$ cat src/rtl/alu_pkg.sv
// alu_pkg: shared op and FSM state encodings for the serial logic unit
package alu_pkg;
  typedef enum logic [1:0] {OP_AND = 2'd0, OP_OR = 2'd1, OP_XOR = 2'd2, OP_NAND = 2'd3} op_t;
  typedef enum logic [1:0] {IDLE = 2'd0, SHIFT = 2'd1, DONE = 2'd2} state_t;
endpackage

$ cat src/rtl/logic_bit_op.sv
// logic_bit_op: single-bit AND/OR/XOR/NAND selected by op
// ports: a, b operand bits; op operation; r result bit
module logic_bit_op
  import alu_pkg::*;
(
  input  logic a,
  input  logic b,
  input  op_t  op,
  output logic r
);
  always_comb r = op == OP_AND ? a & b :
                  op == OP_OR  ? a | b :
                  op == OP_XOR ? a ^ b : ~(a & b);
endmodule

$ cat src/rtl/serial_logic_unit.sv
// serial_logic_unit: bit-serial bitwise logic unit with valid/ready handshakes
// ports: clk, rst (sync, active-high); in_valid/in_ready with op, x, y operands;
//        out_valid/out_ready with result and registered zero flag
module serial_logic_unit
  import alu_pkg::*;
#(
  parameter int WIDTH = 8
) (
  input  logic             clk,
  input  logic             rst,
  input  logic             in_valid,
  output logic             in_ready,
  input  logic [1:0]       op,
  input  logic [WIDTH-1:0] x,
  input  logic [WIDTH-1:0] y,
  output logic             out_valid,
  input  logic             out_ready,
  output logic [WIDTH-1:0] result,
  output logic             zero
);
  localparam int CW = WIDTH > 1 ? $clog2(WIDTH) : 1;
  localparam logic [CW-1:0] LAST = CW'(WIDTH - 1);
  state_t state, nxt;
  logic [WIDTH-1:0] xr, yr;
  op_t opr;
  logic [CW-1:0] cnt;
  logic bit_r;
  logic [WIDTH:0] cat;
  logic [WIDTH-1:0] shifted;
  logic accept, last;
  logic_bit_op u_bit (.a(xr[cnt]), .b(yr[cnt]), .op(opr), .r(bit_r));
  // new bit enters at the MSB so bit 0 lands at the LSB after WIDTH shifts
  assign cat      = {bit_r, result};
  assign shifted  = cat[WIDTH:1];
  assign in_ready = state == IDLE;
  assign out_valid = state == DONE;
  assign accept   = in_valid && in_ready;
  assign last     = cnt == LAST;
  always_comb begin
    nxt = state;
    nxt = state == IDLE  && in_valid  ? SHIFT :
          state == SHIFT && last      ? DONE  :
          state == DONE  && out_ready ? IDLE  : state;
  end
  always_ff @(posedge clk) state <= rst ? IDLE : nxt;
  always_ff @(posedge clk) begin
    if (rst) begin
      xr     <= '0;
      yr     <= '0;
      opr    <= OP_AND;
      cnt    <= '0;
      result <= '0;
      zero   <= 1'b0;
    end else if (accept) begin
      xr     <= x;
      yr     <= y;
      opr    <= op_t'(op);
      cnt    <= '0;
      result <= '0;
    end else if (state == SHIFT) begin
      result <= shifted;
      cnt    <= last ? '0 : cnt + 1'b1;
      if (last) zero <= shifted == '0;
    end
  end
endmodule

$ cat config.mk
export PLATFORM = sky130hd
export DESIGN_NAME = serial_logic_unit
export DESIGN_NICKNAME = d
export VERILOG_FILES = /design/src/rtl/alu_pkg.sv /design/src/rtl/logic_bit_op.sv /design/src/rtl/serial_logic_unit.sv
export SDC_FILE = /design/constraint.sdc
export NUM_CORES = 1
export LEC_CHECK = 0
export CORE_MARGIN = 3
export CORE_UTILIZATION = 49
export DETAILED_ROUTE_END_ITERATION = 8
export MAX_ROUTING_LAYER = met4
export PLACE_DENSITY_LB_ADDON = 0.2
export RECOVER_POWER = 100
export SETUP_SLACK_MARGIN = 0.15
export SYNTH_ARGS = -nofsm -noshare
export SYNTH_HDL_FRONTEND = slang
export SYNTH_SLANG_ARGS = --single-unit
$ cat constraint.sdc
create_clock -name clk -period 2.7 [get_ports clk]
set_input_delay 0.405 -clock clk [delete_from_list [all_inputs] [get_ports clk]]
set_output_delay 0.405 -clock clk [all_outputs]
set_load 0.05 [all_outputs]
==> qor_table.md, run 1 <==
| Item | Value |
|:---|:---|
| Setup Buffers After CTS | 0 |
| Arrival time of the worst setup path | 1850 ps |
| Highest fanout seen on the critical path | 10 |
| Port bufs | 32 |
| Largest stage delay on the critical path | 870 ps |
| Period utilisation layout | 0.834 |
| Final wirelength | 2870 um |
| Antenna Diode Count | 0 |
| Synthesis Warnings | 0 |
| Reported leakage power | 0.699 nW |
| Vias in the first global route | 1,142 |
| Largest area contributor in the netlist | dfxtp_1 |
| Core Region | 2610 um2 |
| Reported max-cap violation count | 0 |
| Clock skew | 9.33 ps |
| CP Cell Sequence | nor2b_1, dlygate4sd3_1 |
| Area used by multi-input combinational logic | 683 um2 |
| Maximum buffer depth of the clock tree | 2 |
| Initial standard-cell utilization of the core | 0.546 |
| Max-Slew Margin vs Limit | 0.336 |
| Maximum number of pins on one net before global-route repair | 23 |
| Pre-antenna DRT Iters | 4 |
| DR WL/cell | 12.9 um |
| Total grt overflow | 0 |
| Share of final-layout standard cells stronger than drive strength 1 | 0.0829 |
| Height of the die | 60.0 um |
| Worst reg-to-reg setup slack | 490 ps |
| Required time worst endpoint | 2300 ps |
| Total negative setup slack | 0 ps |
| Setup repair after global routing missed its margin | false |
| DR vias/cell | 5.25 |
| CTS clock-pin slew for the worst setup and hold paths | 100 ps |
| Die ar. | 3590 um2 |
| Start-to-end type of the worst setup path | reg -> out |
| Filler cell count in the final layout | 220 |
| Clk Latency, worst-skew pair | 320 ps |
| Hold violation count in the final report | 0 |
| Actual transition at the worst max-transition pin | 992 ps |
| Resized cells post-CTS | 0 |
| Final instance area | 1770 um2 |
| Number of CTS-inserted buffers | 5 |
| Beginning of the worst hold path | xr[5] |
| Kind of capture point of the worst setup path | primary output |
| Worst min path class | reg -> reg |
| Depth of the worst hold-timing path | 2 |
| Synthesis-to-finish area growth | 23.8% |
| Reg2reg start | cnt[1] |
| DRC violation count after routing | 0 |
| Total nets after synthesis | 189 |
| Clock sinks | 32 |
| Status | finished clean |
| Number of max-slew violations in the final report | 0 |
| Remaining antenna violation count | 0 |
| Fraction of synthesized cell area taken by the top area cell type | 0.449 |
| Most frequent cells in the layout | nand2_1, dfxtp_1, a21oi_1 |
| Cell variety after synth | 26 |
| CTS tree | yes |
| Timing-limited maximum frequency | 0.444 GHz |
| Via count | 1,171 |
| Slowest library cell on the worst path | dlygate4sd3_1 |
| Cell row count | 18 |
| Leading post-synthesis cells by cell area | dfxtp_1, nand2_1, a21oi_1 |
| Number of H-tree levels | 2 |
| Number of antenna violations at the first check in global routing | 0 |
| Setup slack of the critical path after layout | 448 ps |
| Final period demand of the worst path | 2250 ps |
| Average cell area after synthesis | 8.75 um2 |
| Top-Level Pins | 33 |
| Setup slack at placement | 485 ps |
| First-pass GRT wire length | 4800 um |
| Worst Hold End | xr[5] |
| Area of the mapped netlist | 1430 um2 |
| Cts hold-fix bufs | 0 |
| Worst r2r path cells | 7 |
| Ratio of total power to cell area | 518 nW/um2 |
| First-iteration detailed-routing DRC count | 29 |
| Number of cells produced by synthesis | 163 |
| Horizontal die dimension | 60.0 um |
| Maximum VDD drop | 428 uV |
| Type of element launching the critical path | register |
| Leading cell type in the layout, fill and taps excluded | nand2_1 |
| Post-DP HPWL | 2080 um |
| Flip-flop and latch count after synthesis | 32 |
| End of the worst register-to-register path | result[7] |
| Net count reported at finish | 218 |
| Sequential share of the synthesized area | 0.449 |
| Master cell of the clock root buffer | clkbuf_4 |
| Routability Congestion | 0.766 |
| Global Route Usage Sum | 0.183 |
| Seq. cell area | 641 um2 |
| Final setup violating endpoints | 0 |
| Post-detailed-placement cell area | 1710 um2 |
## cell usage after synthesis (all sizes together)
master and number:
a21oi 29, or4 2, buf 9, o21ai 2, nor2 4, nor3 1, nand3b 1, or3b 1
nor3b 1, inv 4, mux2 1, ha 4, a211oi 1, nand2 55, clkbuf 2, mux2i 5
nand2b 2, dfxtp 32, nor2b 2, mux4 4, a32o 1
## stage by stage
stage                     total power [mW]  hold WS (ps)   util  instances
after floorplan                      0.608           432      -        163
after global placement               0.645           446  0.655        215
after detailed placement             0.650           447  0.655        215
after CTS                            0.927           461  0.678        223
after global routing                 0.961           485  0.676        223
final                                0.915           459  0.676        223
## worst max-delay path by stage
stage,from,endpoint,cells after the start
6_report,state[1],out_valid,2
5_1_grt,cnt[0],result[7],6
4_1_cts,state[1],out_valid,2
3_5_place_dp,cnt[0],result[7],6
3_3_place_gp,cnt[0],result[7],7
2_1_floorplan,cnt[1],result[7],7
## final cells by class
cell class | count | share of cell area
Clock buffer | 6 | 0.0291
Clock inverter | 2 | 0.00567
Inverter | 4 | 0.00850
Multi-Input combinational cell | 116 | 0.387
Sequential cell | 32 | 0.363
Tap cell | 30 | 0.0213
Timing Repair Buffer | 33 | 0.186
## report_power, final
group | internal, mW | switching (mW)
Clock | 0.124 | 0.155
Sequential | 0.493 | 0.0171
Combinational | 0.0629 | 0.0638
Total | 0.679 | 0.235
## registers in the layout, indices dropped and copies added, names as in the netlist
signal / count
cnt: 3
opr: 2
result: 8
state: 2
xr: 8
yr: 8
zero: 1
## kinds of logic (layout without fill, tap and decap cells)
family                     after synthesis  in the layout  synth area share
DFF                                     32             32             0.449
muxes                                   10             10             0.109
buffers and inverters                   15             45            0.0675
adders and majority gates                4              4            0.0351
and+or+nand+nor                         69             69             0.218
AOI/OAI and AO/OA                       33             33             0.121
## metal layers
layer | GRT usage | wire (um) | vias to the layer above
li1 | - | - | 599
met1 | 0.202 | 1190 | 539
met2 | 0.313 | 1510 | 29
met3 | 0.0410 | 152 | 4
met4 | 0.0759 | 21 | 0
met5 | - | 0 | -
## critical path: cells and delay by family, from the launching register on
family,cells,cell delay [ps]
buf+inv,1,870
flops,1,490
simple gates,1,170
Note: power is estimated with default switching activity, not from simulation.
==> run 2, diff against run 1 <==
--- a/config.mk
+++ b/config.mk
@@ -6,7 +6,7 @@
 export NUM_CORES = 1
 export LEC_CHECK = 0
 export CORE_MARGIN = 3
-export CORE_UTILIZATION = 49
+export CORE_UTILIZATION = 44
 export DETAILED_ROUTE_END_ITERATION = 8
 export MAX_ROUTING_LAYER = met4
 export PLACE_DENSITY_LB_ADDON = 0.2
==> constraint.sdc (replaced) <==
create_clock -name clk -period 1.9 [get_ports clk]
set_input_delay 0.285 -clock clk [delete_from_list [all_inputs] [get_ports clk]]
set_output_delay 0.285 -clock clk [all_outputs]
set_load 0.05 [all_outputs]
==> qor_table.md, run 2 (same netlist as run 1, synthesis figures left out) <==
| Item | Value | Delta |
|:---|:---|:---|
| Final setup violating endpoints | 2 | was 0 |
| Die ar. | 3960 um2 | was 3590 um2 |
| DR vias/cell | 5.02 | was 5.25 |
| Global Route Usage Sum | 0.172 | was 0.183 |
| Setup Buffers After CTS | 0 | unchanged |
| Top Layer Used | met4 | unchanged |
| Slowest library cell on the worst path | mux4_1 | was dlygate4sd3_1 |
| Pre-antenna DRT Iters | 4 | unchanged |
| Total negative setup slack | -185 ps | was 0 ps |
| Initial standard-cell utilization of the core | 0.463 | was 0.546 |
| Number of H-tree levels | 2 | unchanged |
| Core Region | 3080 um2 | was 2610 um2 |
| Clk Latency, worst-skew pair | 320 ps | about the same |
| Post-DP HPWL | 2240 um | was 2080 um |
| Vias in the first global route | 1,168 | was 1,142 |
| End of the worst register-to-register path | result[7] | unchanged |
| Worst r2r path cells | 7 | unchanged |
| Worst reg-to-reg setup slack | -100 ps | was 490 ps |
| Share of final-layout standard cells stronger than drive strength 1 | 0.123 | was 0.0829 |
| Setup repair after global routing missed its margin | true | was false |
| Max-Slew Margin vs Limit | 0.493 | was 0.336 |
| Height of the die | 62.9 um | was 60.0 um |
| Largest stage delay on the critical path | 550 ps | was 870 ps |
| Net count reported at finish | 223 | was 218 |
| Post-detailed-placement cell area | 1770 um2 | was 1710 um2 |
| Start-to-end type of the worst setup path | reg -> reg | was reg -> out |
| Violated checks | negative setup slack |  |
| Ratio of total power to cell area | 691 nW/um2 | was 518 nW/um2 |
| Type of element launching the critical path | register | unchanged |
| Hold Slack | 458 ps | was 459 ps |
| Horizontal die dimension | 62.9 um | was 60.0 um |
| Final period demand of the worst path | 2000 ps |  |
| First-pass GRT wire length | 5210 um | was 4800 um |
| Biggest regs | result: 8 flops, xr: 8 flops, yr: 8 flops | unchanged |
| Depth of the worst hold-timing path | 2 | unchanged |
| Cell count after placement | 234 | was 215 |
| Top-Level Pins | 33 | unchanged |
| Remaining antenna violation count | 0 | unchanged |
| Clock sinks | 32 | unchanged |
| Final wirelength | 3080 um | was 2870 um |
| Setup slack of the critical path after layout | -97.7 ps | was 448 ps |
| Routed wl met2 | 1570 um | was 1510 um |
| Master cell of the clock root buffer | clkbuf_4 | unchanged |
| Cell row count | 20 | was 18 |
| Final instance area | 1810 um2 | was 1770 um2 |
| Worst min path class | reg -> reg | unchanged |
| Period utilisation layout | 1.05 |  |
| CTS tree | yes | unchanged |
| Required time worst endpoint | 2110 ps | was 2300 ps |
| DR WL/cell | 12.9 um | about the same |
| Maximum buffer depth of the clock tree | 2 | unchanged |
| Final Util | 0.588 | was 0.676 |
| Setup slack at placement | -141 ps | was 485 ps |
| Reported leakage power | 0.725 nW | was 0.699 nW |
| DRC violation count after routing | 0 | unchanged |
| Total grt overflow | 0 | unchanged |
| Reported max-cap violation count | 0 | unchanged |
| Most frequent cells in the layout | nand2_1, dfxtp_1, a21oi_1 | unchanged |
| CP Cell Sequence | mux4_1, mux2i_1, inv_1, ha_2, mux2_4, mux2i_4, a211oi_1 | was nor2b_1, dlygate4sd3_1 |
| Maximum VDD drop | 407 uV | was 428 uV |
| Cts hold-fix bufs | 0 | unchanged |
| Highest fanout seen on the critical path | 2 | was 10 |
| Leading cell type in the layout, fill and taps excluded | nand2_1 | unchanged |
| Final Instance Count excl. Fillers | 239 | was 223 |
| Antenna Diode Count | 0 | unchanged |
| Via count | 1,199 | was 1,171 |
| Number of max-slew violations in the final report | 0 | unchanged |
| Hold violation count in the final report | 0 | unchanged |
| Reg2reg start | cnt[1] | unchanged |
| Routability Congestion | 0.815 | was 0.766 |
| Routed length on met3 | 137 um | was 152 um |
| Metal-1 WL | 1340 um | was 1190 um |
| Beginning of the worst hold path | result[0] | was xr[5] |
| Clock skew | 8.77 ps | was 9.33 ps |
| Kind of capture point of the worst setup path | register | was primary output |
| Power Total | 1.25 mW | was 0.915 mW |
| Maximum number of pins on one net before global-route repair | 22 | was 23 |
| Actual transition at the worst max-transition pin | 761 ps | was 992 ps |
| Worst Hold End | result[0] | was xr[5] |
| Arrival time of the worst setup path | 2200 ps | was 1850 ps |
| Synthesis-to-finish area growth | 26.8% | was 23.8% |
| Timing-limited maximum frequency | 0.501 GHz |  |
| CTS clock-pin slew for the worst setup and hold paths | 90 ps | was 100 ps |
| Number of antenna violations at the first check in global routing | 0 | unchanged |
| First-iteration detailed-routing DRC count | 49 | was 29 |
| Port bufs | 32 | unchanged |
| Status | finished with violations | was finished clean |
| Number of CTS-inserted buffers | 5 | unchanged |
==> run 2: what timing repair did <==
| item | 4_1_cts | 5_1_grt |
|---|---|---|
| resized for setup | 11 | 3 |
| endpoints found under the setup margin | 11 | 2 |
| hold endpoints to repair | 0 | 0 |
| pin swaps | 0 | 0 |
==> run 2: metal layers <==
layer  vias to the layer above  GRT usage
met5                         -          -
met4                         0     0.0634
li1                        609          -
met3                         4     0.0647
met1                       551      0.195
met2                        35      0.277
==> run 2: power by group <==
| part | total, mW | switching (mW) | internal [mW] | leakage (nW) |
|---|---|---|---|---|
| clock network | 0.322 | 0.198 | 0.123 | 0.0230 |
| logic | 0.203 | 0.101 | 0.102 | 0.439 |
| registers | 0.725 | 0.0255 | 0.700 | 0.262 |
==> run 2: how the worst max path moves through the flow <==
stage	start	endpoint	slack, ps
floorplan	cnt[0]	result[7]	-40
global placement	cnt[0]	result[7]	-50
detailed placement	cnt[0]	result[7]	-140
CTS	cnt[0]	result[7]	-130
global route	cnt[0]	result[7]	-180
finish	cnt[1]	result[7]	-100
==> run 2: worst max-delay path, delay by kind of cell, from the launching register on <==
family | cells | cell delay (ps)
muxes | 4 | 1200
DFF | 1 | 340
buffers and inverters | 1 | 70
AOI/OAI and AO/OA | 1 | 90
adders and majority gates | 1 | 190
==> run 2: layout make-up <==
class,instances,area [um2]
fill,275,1270
clock buffer,5,37.5
tap,44,55.1
inverter,4,15.0
multi-input combinational,116,713
sequential,32,646
timing repair buffer,38,343
